`config.mk`:
```
export PLATFORM = sky130hd
export DESIGN_NAME = mult_div_unit_flat
export DESIGN_NICKNAME = d
export VERILOG_FILES = /design/src/rtl/mult_div_if.sv /design/src/rtl/mult_div_unit.sv /design/src/flat_wrapper.sv
export SDC_FILE = /design/constraint.sdc
export NUM_CORES = 1
export LEC_CHECK = 0
export CORE_UTILIZATION = 59
export CTS_CLUSTER_DIAMETER = 120
export DETAILED_ROUTE_END_ITERATION = 6
export PLACE_DENSITY = 0.84
export SLEW_MARGIN = 15
export SYNTH_ARGS = -nofsm -noshare
export SYNTH_HDL_FRONTEND = slang
export SYNTH_SLANG_ARGS = --single-unit
```
`constraint.sdc`:
```
create_clock -name Clk -period 7.5 [get_ports Clk]
set_input_delay 1.5 -clock Clk [delete_from_list [all_inputs] [get_ports Clk]]
set_output_delay 1.5 -clock Clk [all_outputs]
set_load 0.05 [all_outputs]
```
`src/rtl/mult_div_if.sv`:
```
// Request/result bundle between the execute stage and the iterative
// multiply/divide engine feeding the Hi/Lo register file.
interface mult_div_if #(
  parameter int unsigned WIDTH = 32
);
  logic             Start;
  logic [2:0]       Op;
  logic [WIDTH-1:0] A;
  logic [WIDTH-1:0] B;
  logic             Busy;
  logic             Done;
  logic [WIDTH-1:0] WriteHiData;
  logic [WIDTH-1:0] WriteLoData;
  logic             WriteEn;
  logic             Madd;
  logic             Msub;

  modport master (
    output Start, Op, A, B,
    input  Busy, Done, WriteHiData, WriteLoData, WriteEn, Madd, Msub
  );

  modport slave (
    input  Start, Op, A, B,
    output Busy, Done, WriteHiData, WriteLoData, WriteEn, Madd, Msub
  );
endinterface

```
`src/rtl/mult_div_unit.sv`:
```
// Iterative shift-add multiplier / restoring divider producing Hi/Lo results
// with a one-cycle WriteEn/Madd/Msub strobe for the Hi/Lo register file.
module mult_div_unit #(
  parameter int unsigned WIDTH = 32
) (
  input  logic Clk,
  input  logic Rst,
  mult_div_if.slave bus
);

  localparam int unsigned CNT_W = $clog2(WIDTH + 1);
  localparam int unsigned ACC_W = 2 * WIDTH;

  localparam logic [2:0] OP_MULT  = 3'b000;
  localparam logic [2:0] OP_MULTU = 3'b001;
  localparam logic [2:0] OP_DIV   = 3'b010;
  localparam logic [2:0] OP_DIVU  = 3'b011;
  localparam logic [2:0] OP_MADD  = 3'b100;
  localparam logic [2:0] OP_MSUB  = 3'b101;

  typedef enum logic [2:0] {
    S_IDLE,
    S_MUL,
    S_DIV,
    S_FIX,
    S_DONE
  } state_t;

  state_t           state;
  logic [CNT_W-1:0] cnt;
  logic [ACC_W-1:0] acc;
  logic [WIDTH-1:0] opnd;
  logic [2:0]       op_q;
  logic             is_div_q;
  logic             res_neg_q;
  logic             rem_neg_q;

  logic             accept_c;
  logic             req_div_c;
  logic             req_signed_c;
  logic             a_neg_c;
  logic             b_neg_c;
  logic [WIDTH-1:0] a_mag_c;
  logic [WIDTH-1:0] b_mag_c;
  logic [WIDTH:0]   mul_sum_c;
  logic [WIDTH:0]   rem_shift_c;
  logic [WIDTH:0]   div_diff_c;
  logic [ACC_W-1:0] mul_next_c;
  logic [ACC_W-1:0] div_next_c;
  logic [WIDTH-1:0] fix_hi_c;
  logic [WIDTH-1:0] fix_lo_c;

  // Request decode and operand magnitudes
  always_comb begin
    accept_c     = bus.Start && ((state == S_IDLE) || (state == S_DONE)) &&
                   (bus.Op <= OP_MSUB);
    req_div_c    = (bus.Op == OP_DIV) || (bus.Op == OP_DIVU);
    req_signed_c = (bus.Op != OP_MULTU) && (bus.Op != OP_DIVU);
    a_neg_c      = req_signed_c && bus.A[WIDTH-1];
    b_neg_c      = req_signed_c && bus.B[WIDTH-1];
    a_mag_c      = a_neg_c ? -bus.A : bus.A;
    b_mag_c      = b_neg_c ? -bus.B : bus.B;
  end

  // One iteration step: acc holds {partial product, multiplier} or {remainder, quotient}
  always_comb begin
    mul_sum_c   = {1'b0, acc[ACC_W-1:WIDTH]} + (acc[0] ? {1'b0, opnd} : '0);
    mul_next_c  = {mul_sum_c, acc[WIDTH-1:1]};
    rem_shift_c = {acc[ACC_W-1:WIDTH], acc[WIDTH-1]};
    div_diff_c  = rem_shift_c - {1'b0, opnd};
    div_next_c  = div_diff_c[WIDTH] ?
                  {rem_shift_c[WIDTH-1:0], acc[WIDTH-2:0], 1'b0} :
                  {div_diff_c[WIDTH-1:0],  acc[WIDTH-2:0], 1'b1};
  end

  // Sign correction; sign flags are cleared for unsigned ops and divide-by-zero
  always_comb begin
    fix_hi_c = acc[ACC_W-1:WIDTH];
    fix_lo_c = acc[WIDTH-1:0];
    if (is_div_q) begin
      if (res_neg_q) fix_lo_c = -acc[WIDTH-1:0];
      if (rem_neg_q) fix_hi_c = -acc[ACC_W-1:WIDTH];
    end else if (res_neg_q) begin
      {fix_hi_c, fix_lo_c} = -acc;
    end
  end

  always_ff @(posedge Clk or posedge Rst) begin
    if (Rst) begin
      state           <= S_IDLE;
      cnt             <= '0;
      acc             <= '0;
      opnd            <= '0;
      op_q            <= '0;
      is_div_q        <= 1'b0;
      res_neg_q       <= 1'b0;
      rem_neg_q       <= 1'b0;
      bus.Busy        <= 1'b0;
      bus.Done        <= 1'b0;
      bus.WriteHiData <= '0;
      bus.WriteLoData <= '0;
      bus.WriteEn     <= 1'b0;
      bus.Madd        <= 1'b0;
      bus.Msub        <= 1'b0;
    end else begin
      bus.Done    <= 1'b0;
      bus.WriteEn <= 1'b0;
      bus.Madd    <= 1'b0;
      bus.Msub    <= 1'b0;
      case (state)
        S_IDLE, S_DONE: begin
          state <= S_IDLE;
          if (accept_c) begin
            op_q      <= bus.Op;
            is_div_q  <= req_div_c;
            bus.Busy  <= 1'b1;
            cnt       <= '0;
            res_neg_q <= a_neg_c ^ b_neg_c;
            rem_neg_q <= a_neg_c;
            if (req_div_c) begin
              state <= S_DIV;
              opnd  <= b_mag_c;
              acc   <= {{WIDTH{1'b0}}, a_mag_c};
              // Divide by zero skips iterations and reports Hi=A, Lo=all ones
              if (bus.B == '0) begin
                cnt       <= CNT_W'(WIDTH);
                acc       <= {bus.A, {WIDTH{1'b1}}};
                res_neg_q <= 1'b0;
                rem_neg_q <= 1'b0;
              end
            end else begin
              state <= S_MUL;
              opnd  <= a_mag_c;
              acc   <= {{WIDTH{1'b0}}, b_mag_c};
            end
          end
        end
        S_MUL: begin
          if (cnt == CNT_W'(WIDTH)) begin
            state <= S_FIX;
          end else begin
            acc <= mul_next_c;
            cnt <= cnt + CNT_W'(1);
          end
        end
        S_DIV: begin
          if (cnt == CNT_W'(WIDTH)) begin
            state <= S_FIX;
          end else begin
            acc <= div_next_c;
            cnt <= cnt + CNT_W'(1);
          end
        end
        S_FIX: begin
          state           <= S_DONE;
          bus.Busy        <= 1'b0;
          bus.Done        <= 1'b1;
          bus.WriteHiData <= fix_hi_c;
          bus.WriteLoData <= fix_lo_c;
          bus.WriteEn     <= (op_q != OP_MADD) && (op_q != OP_MSUB);
          bus.Madd        <= (op_q == OP_MADD);
          bus.Msub        <= (op_q == OP_MSUB);
        end
        default: state <= S_IDLE;
      endcase
    end
  end

endmodule

```
`src/flat_wrapper.sv`:
```
// flat-port wrapper written by rule: the top's interface ports become plain ports
module mult_div_unit_flat 
#(
  parameter int unsigned WIDTH = 32
)
  (Clk, Rst, bus_Start, bus_Op, bus_A, bus_B, bus_Busy, bus_Done, bus_WriteHiData, bus_WriteLoData, bus_WriteEn, bus_Madd, bus_Msub);
  mult_div_if #(.WIDTH(WIDTH)) bus_i ();
  input  logic Clk;
  input  logic Rst;
  input wire logic [$bits(bus_i.Start)-1:0] bus_Start;
  input wire logic [$bits(bus_i.Op)-1:0] bus_Op;
  input wire logic [$bits(bus_i.A)-1:0] bus_A;
  input wire logic [$bits(bus_i.B)-1:0] bus_B;
  output wire logic [$bits(bus_i.Busy)-1:0] bus_Busy;
  output wire logic [$bits(bus_i.Done)-1:0] bus_Done;
  output wire logic [$bits(bus_i.WriteHiData)-1:0] bus_WriteHiData;
  output wire logic [$bits(bus_i.WriteLoData)-1:0] bus_WriteLoData;
  output wire logic [$bits(bus_i.WriteEn)-1:0] bus_WriteEn;
  output wire logic [$bits(bus_i.Madd)-1:0] bus_Madd;
  output wire logic [$bits(bus_i.Msub)-1:0] bus_Msub;
  assign bus_i.Start = bus_Start;
  assign bus_i.Op = bus_Op;
  assign bus_i.A = bus_A;
  assign bus_i.B = bus_B;
  assign bus_Busy = bus_i.Busy;
  assign bus_Done = bus_i.Done;
  assign bus_WriteHiData = bus_i.WriteHiData;
  assign bus_WriteLoData = bus_i.WriteLoData;
  assign bus_WriteEn = bus_i.WriteEn;
  assign bus_Madd = bus_i.Madd;
  assign bus_Msub = bus_i.Msub;
  mult_div_unit #(.WIDTH(WIDTH)) u_core (.Clk(Clk), .Rst(Rst), .bus(bus_i));
endmodule
```
==> results.md <==
Global route:
- The first global-routing pass estimated ~75000 um of wire.
- The number of global-route vias before repair is between 10000 and 15000.
- Entering global routing, the biggest net connects approximately 130 pins.
- The initial antenna violation count is 0.
- In the global route stage, overall resource usage came out at around 37%.
- The total congestion overflow is 0.

Place:
- OpenSTA, run right after detailed placement, puts the worst setup slack at 2.57 ns.
- The routability congestion estimate is roughly 1.
- The count of buffers from port buffering is between 100 and 150.
- The half-perimeter wire length after placement is 34700 um.

Cells and area:
- 0 antenna diodes ended up in the layout.
- Leaving out fill and tap cells, the most frequent cells in the layout are sky130_fd_sc_hd__nand2_1 (199), sky130_fd_sc_hd__nor2_1 (195), sky130_fd_sc_hd__dfrtp_1 (180).
- At the end of the flow, the number of nets in the layout was roughly 2000.
- In the final layout, the share of cells above drive strength 1 is approximately 5.3%.
- The growth of design area from synthesis to finish is 14.6%.
- Leaving out fill and tap cells, the most frequent cell in the layout is sky130_fd_sc_hd__nand2_1.
- The number of filler cells placed in the layout is between 2000 and 2500.

Drt:
- The DRC violation total after the first TritonRoute iteration is ~1600.
- For this run, the detailed router's first-pass iteration total came to 7.
- In this run the remaining antenna-violating nets after routing total 0.
- The via density per instance is 6.60.
- For this run, design rule violations remaining after detail routing come to 0.
- After detailed routing, the average wire length per cell comes to around 21 um.
- Across all layers, the routed design uses 14700 vias.
- For this block, the routed nets add up to 47300 um of wire.

Timing:
- The final cycle utilization of the critical path is between 60% and 70%.
- Once routing completed, OpenROAD measured the worst setup slack at 2.84 ns.
- Counting I/O delays and the setup requirement, the final critical path takes 4.66 ns.
- Setup violations remaining at the end of the flow were counted as 0.
- The actual transition at the worst max-transition pin is approximately 1.1 ns.
- In the final timing run, aggregate negative setup slack is 0 ns.
- The final number of max-transition violations is 0.
- Setup repair after global routing left no endpoint under its margin.
- The worst relative slew slack is a little under 30%.
- The hold violation total from the final report is 0.
- The maximum achievable frequency is about 210 MHz.
- For the final database, setup skew stands at around 0.020 ns.

Clock tree:
- The quantity of gates resized following cts is 0.
- The number of buffers inserted by hold repair at cts is 0.
- The maximum count of clock buffers along a single path is 2.
- The number of setup buffers added after CTS is 0.
- The CTS tree is yes.
- The H-tree depth reported by CTS is 4.
- For this design, the sink count on the clock tree is between 150 and 200.
- The clock buffer count from CTS is 17.
- The clock root buffer is sky130_fd_sc_hd__clkbuf_16.
- The clock latency reported for the late side of the worst-skew pair is around 0.44 ns.
- Clock-pin slew was measured on the worst setup and hold paths at about 0.08 ns.

Critical path:
- The worst path required time is between 7 and 8 ns.
- The nature of the critical path startpoint is a flip-flop.
- The top fanout value on the critical path is 22.
- Data on the critical path arrives at its endpoint at a little under 5 ns.
- By startpoint and endpoint, the worst setup path is classified as reg2reg.
- The worst setup path is captured at a flip-flop.

Run:
- The max capacitance violation total is 0.

Yosys:
- After synthesis the cells add up to 14600 um^2.
- The share of the Yosys chip area taken by registers is a little under a third.
- In this run, synthesis inferred 0 flip-flops with an integrated enable.
- After synthesis, the netlist uses 80 different library cells.
- The flip-flop and latch count after synthesis is 180.
- The mean area per synthesized cell is 7.98 um^2.
- The number of warning messages in the yosys log is 0.
- The number of nets in the synthesized netlist is 1968.
- The share of flip-flops with an asynchronous set or reset is 100%.
- The gate count of the mapped netlist is between 1500 and 2000.
- The most used flip-flop cell after synthesis is sky130_fd_sc_hd__dfrtp_1.

Floorplan:
- The total area inside the core boundary comes to about 24000 um^2.
- The die covers roughly 25000 um^2.
- The cell row count is 57.
- The y dimension of the die is 159 um.
- The floorplan step set the die width to roughly 160 um.
- The I/O pin count is ~140.
- Once the floorplan was initialized, standard cells occupied roughly three fifths of the core.

Status:
- The flow ran to the end, and the final reports show no timing, DRC or antenna violations.

Power and ir drop:
- The highest ir drop seen on vdd is ~310 uV.
- The leakage component of the power is approximately 7.0 nW.
- In this run the power density over the cells is 562 nW/um^2.

Hold path:
- The worst min-delay path class is reg2reg.
## final timing paths
| check | end | startpoint | slack (ns) | cells after the start |
|---|---|---|---|---|
| worst max register to register | u_core.acc[51]$_DFFE_PP0P_ | u_core.acc[31]$_DFFE_PP0P_ | 2.84 | 14 |
| worst min-delay path | u_core.bus.Madd$_DFF_PP0_ | u_core.op_q[0]$_DFFE_PP0P_ | 0.46 | 1 |
| min in group asynchronous | u_core.bus.WriteLoData[26]$_DFFE_PP0P_ | Rst | 1.59 | 2 |
| worst max-delay path | u_core.acc[51]$_DFFE_PP0P_ | u_core.acc[31]$_DFFE_PP0P_ | 2.84 | 14 |
| worst min register to register | u_core.bus.Madd$_DFF_PP0_ | u_core.op_q[0]$_DFFE_PP0P_ | 0.46 | 1 |
| max in group asynchronous | u_core.acc[45]$_DFFE_PP0P_ | Rst | 4.51 | 3 |
## critical path, stage by stage (launching register included)
cell and delay (ns):
sky130_fd_sc_hd__dfrtp_1 0.50, sky130_fd_sc_hd__inv_1 0.14, sky130_fd_sc_hd__ha_1 0.24, sky130_fd_sc_hd__fa_1 0.41, sky130_fd_sc_hd__nand2b_1 0.21, sky130_fd_sc_hd__a211oi_2 0.31, sky130_fd_sc_hd__o21ai_1 0.12, sky130_fd_sc_hd__a21oi_1 0.36
sky130_fd_sc_hd__o21ai_1 0.14, sky130_fd_sc_hd__o22ai_1 0.35, sky130_fd_sc_hd__xor2_4 0.55, sky130_fd_sc_hd__buf_4 0.40, sky130_fd_sc_hd__mux2_2 0.38, sky130_fd_sc_hd__a221oi_1 0.28, sky130_fd_sc_hd__o21ai_0 0.11
## registers in the layout (all words and copies together), names as in the netlist
name,flops
u_core.acc,64
u_core.bus.Busy,1
u_core.bus.Done,1
u_core.bus.Madd,1
u_core.bus.Msub,1
u_core.bus.WriteEn,1
u_core.bus.WriteHiData,32
u_core.bus.WriteLoData,32
u_core.cnt,6
u_core.is_div_q,1
u_core.op_q,3
u_core.opnd,32
u_core.rem_neg_q,1
u_core.res_neg_q,1
u_core.state,3
## layer usage
metal / vias to the layer above / routed length [um] / global-route usage (%)
met5: - / 0 / 0
met4: 0 / 2210 / 17.4
met3: 159 / 4440 / 6.80
met2: 782 / 21700 / 59.8
met1: 7031 / 19000 / 49.2
li1: 6692 / - / -
## power breakdown
part,internal [mW],switching [mW],total [mW]
Combinational,2.49,3.91,6.40
Sequential,1.44,0.601,2.04
Clock,0.464,0.481,0.945
## cell usage after synthesis (all sizes together), types with 4 or more instances
library cell  count  area share, %
o21bai            9           0.46
ha               70            6.0
nand3            20           0.72
a221oi           42            2.6
nand2           199            5.1
o211ai           16           0.82
inv              64            1.6
dfrtp           180             31
nor2b            21           0.90
or3              10           0.43
o22ai            17           0.73
a211oi           27            1.4
or2               7           0.30
nand4            14           0.60
nor4             16           0.96
and3             12           0.52
xor2             98            5.9
nor2            197            5.1
o41ai            15            1.1
nor3             32            1.2
mux2i             7           0.48
o31ai            25            1.3
clkbuf          106            3.1
or4              14           0.82
a31oi            27            1.2
nand2b           22           0.95
buf               9           0.34
a21oi           149            5.1
a21o             30            1.5
mux2             17            1.3
a221o             4           0.27
o21ai           182            6.3
o2111ai           4           0.24
a22oi            15           0.77
o21a             15           0.77
xnor2            76            4.6
and2             10           0.44
a22o              7           0.42
## cell type report
cell class | count | area [um^2] | area share [%]
Tap cell | 324 | 405 | 2.43
Inverter | 64 | 248 | 1.48
Clock buffer | 18 | 439 | 2.63
Clock inverter | 14 | 179 | 1.07
Multi-Input combinational cell | 1467 | 9390 | 56.2
Timing Repair Buffer | 156 | 1530 | 9.16
Sequential cell | 180 | 4500 | 27.0
## cells by family (layout without fill, tap and decap cells)
family	Yosys count	count (layout)	share of synthesized area, %
AND/OR/NAND/NOR	584	584	18.7
multiplexers	24	24	1.80
XOR/XNOR	174	174	10.5
flip-flops	180	180	30.9
buffers and inverters	179	252	5.06
adder cells (fa/ha/maj)	72	72	6.29
AO/OA/AOI/OAI	613	613	26.8
## metrics by stage
step	hold WS, ns	util [%]	std cells	power (mW)	cell area, um^2
floorplan	0.413	-	1826	6.59	14600
global placement	0.442	66.2	2190	8.12	16100
detailed placement	0.451	66.2	2190	8.26	16100
CTS	0.461	68.7	2222	9.23	16700
global route	0.482	68.8	2223	10.0	16700
finish	0.456	68.8	2223	9.38	16700
Note: power is estimated with default switching activity, not from simulation.
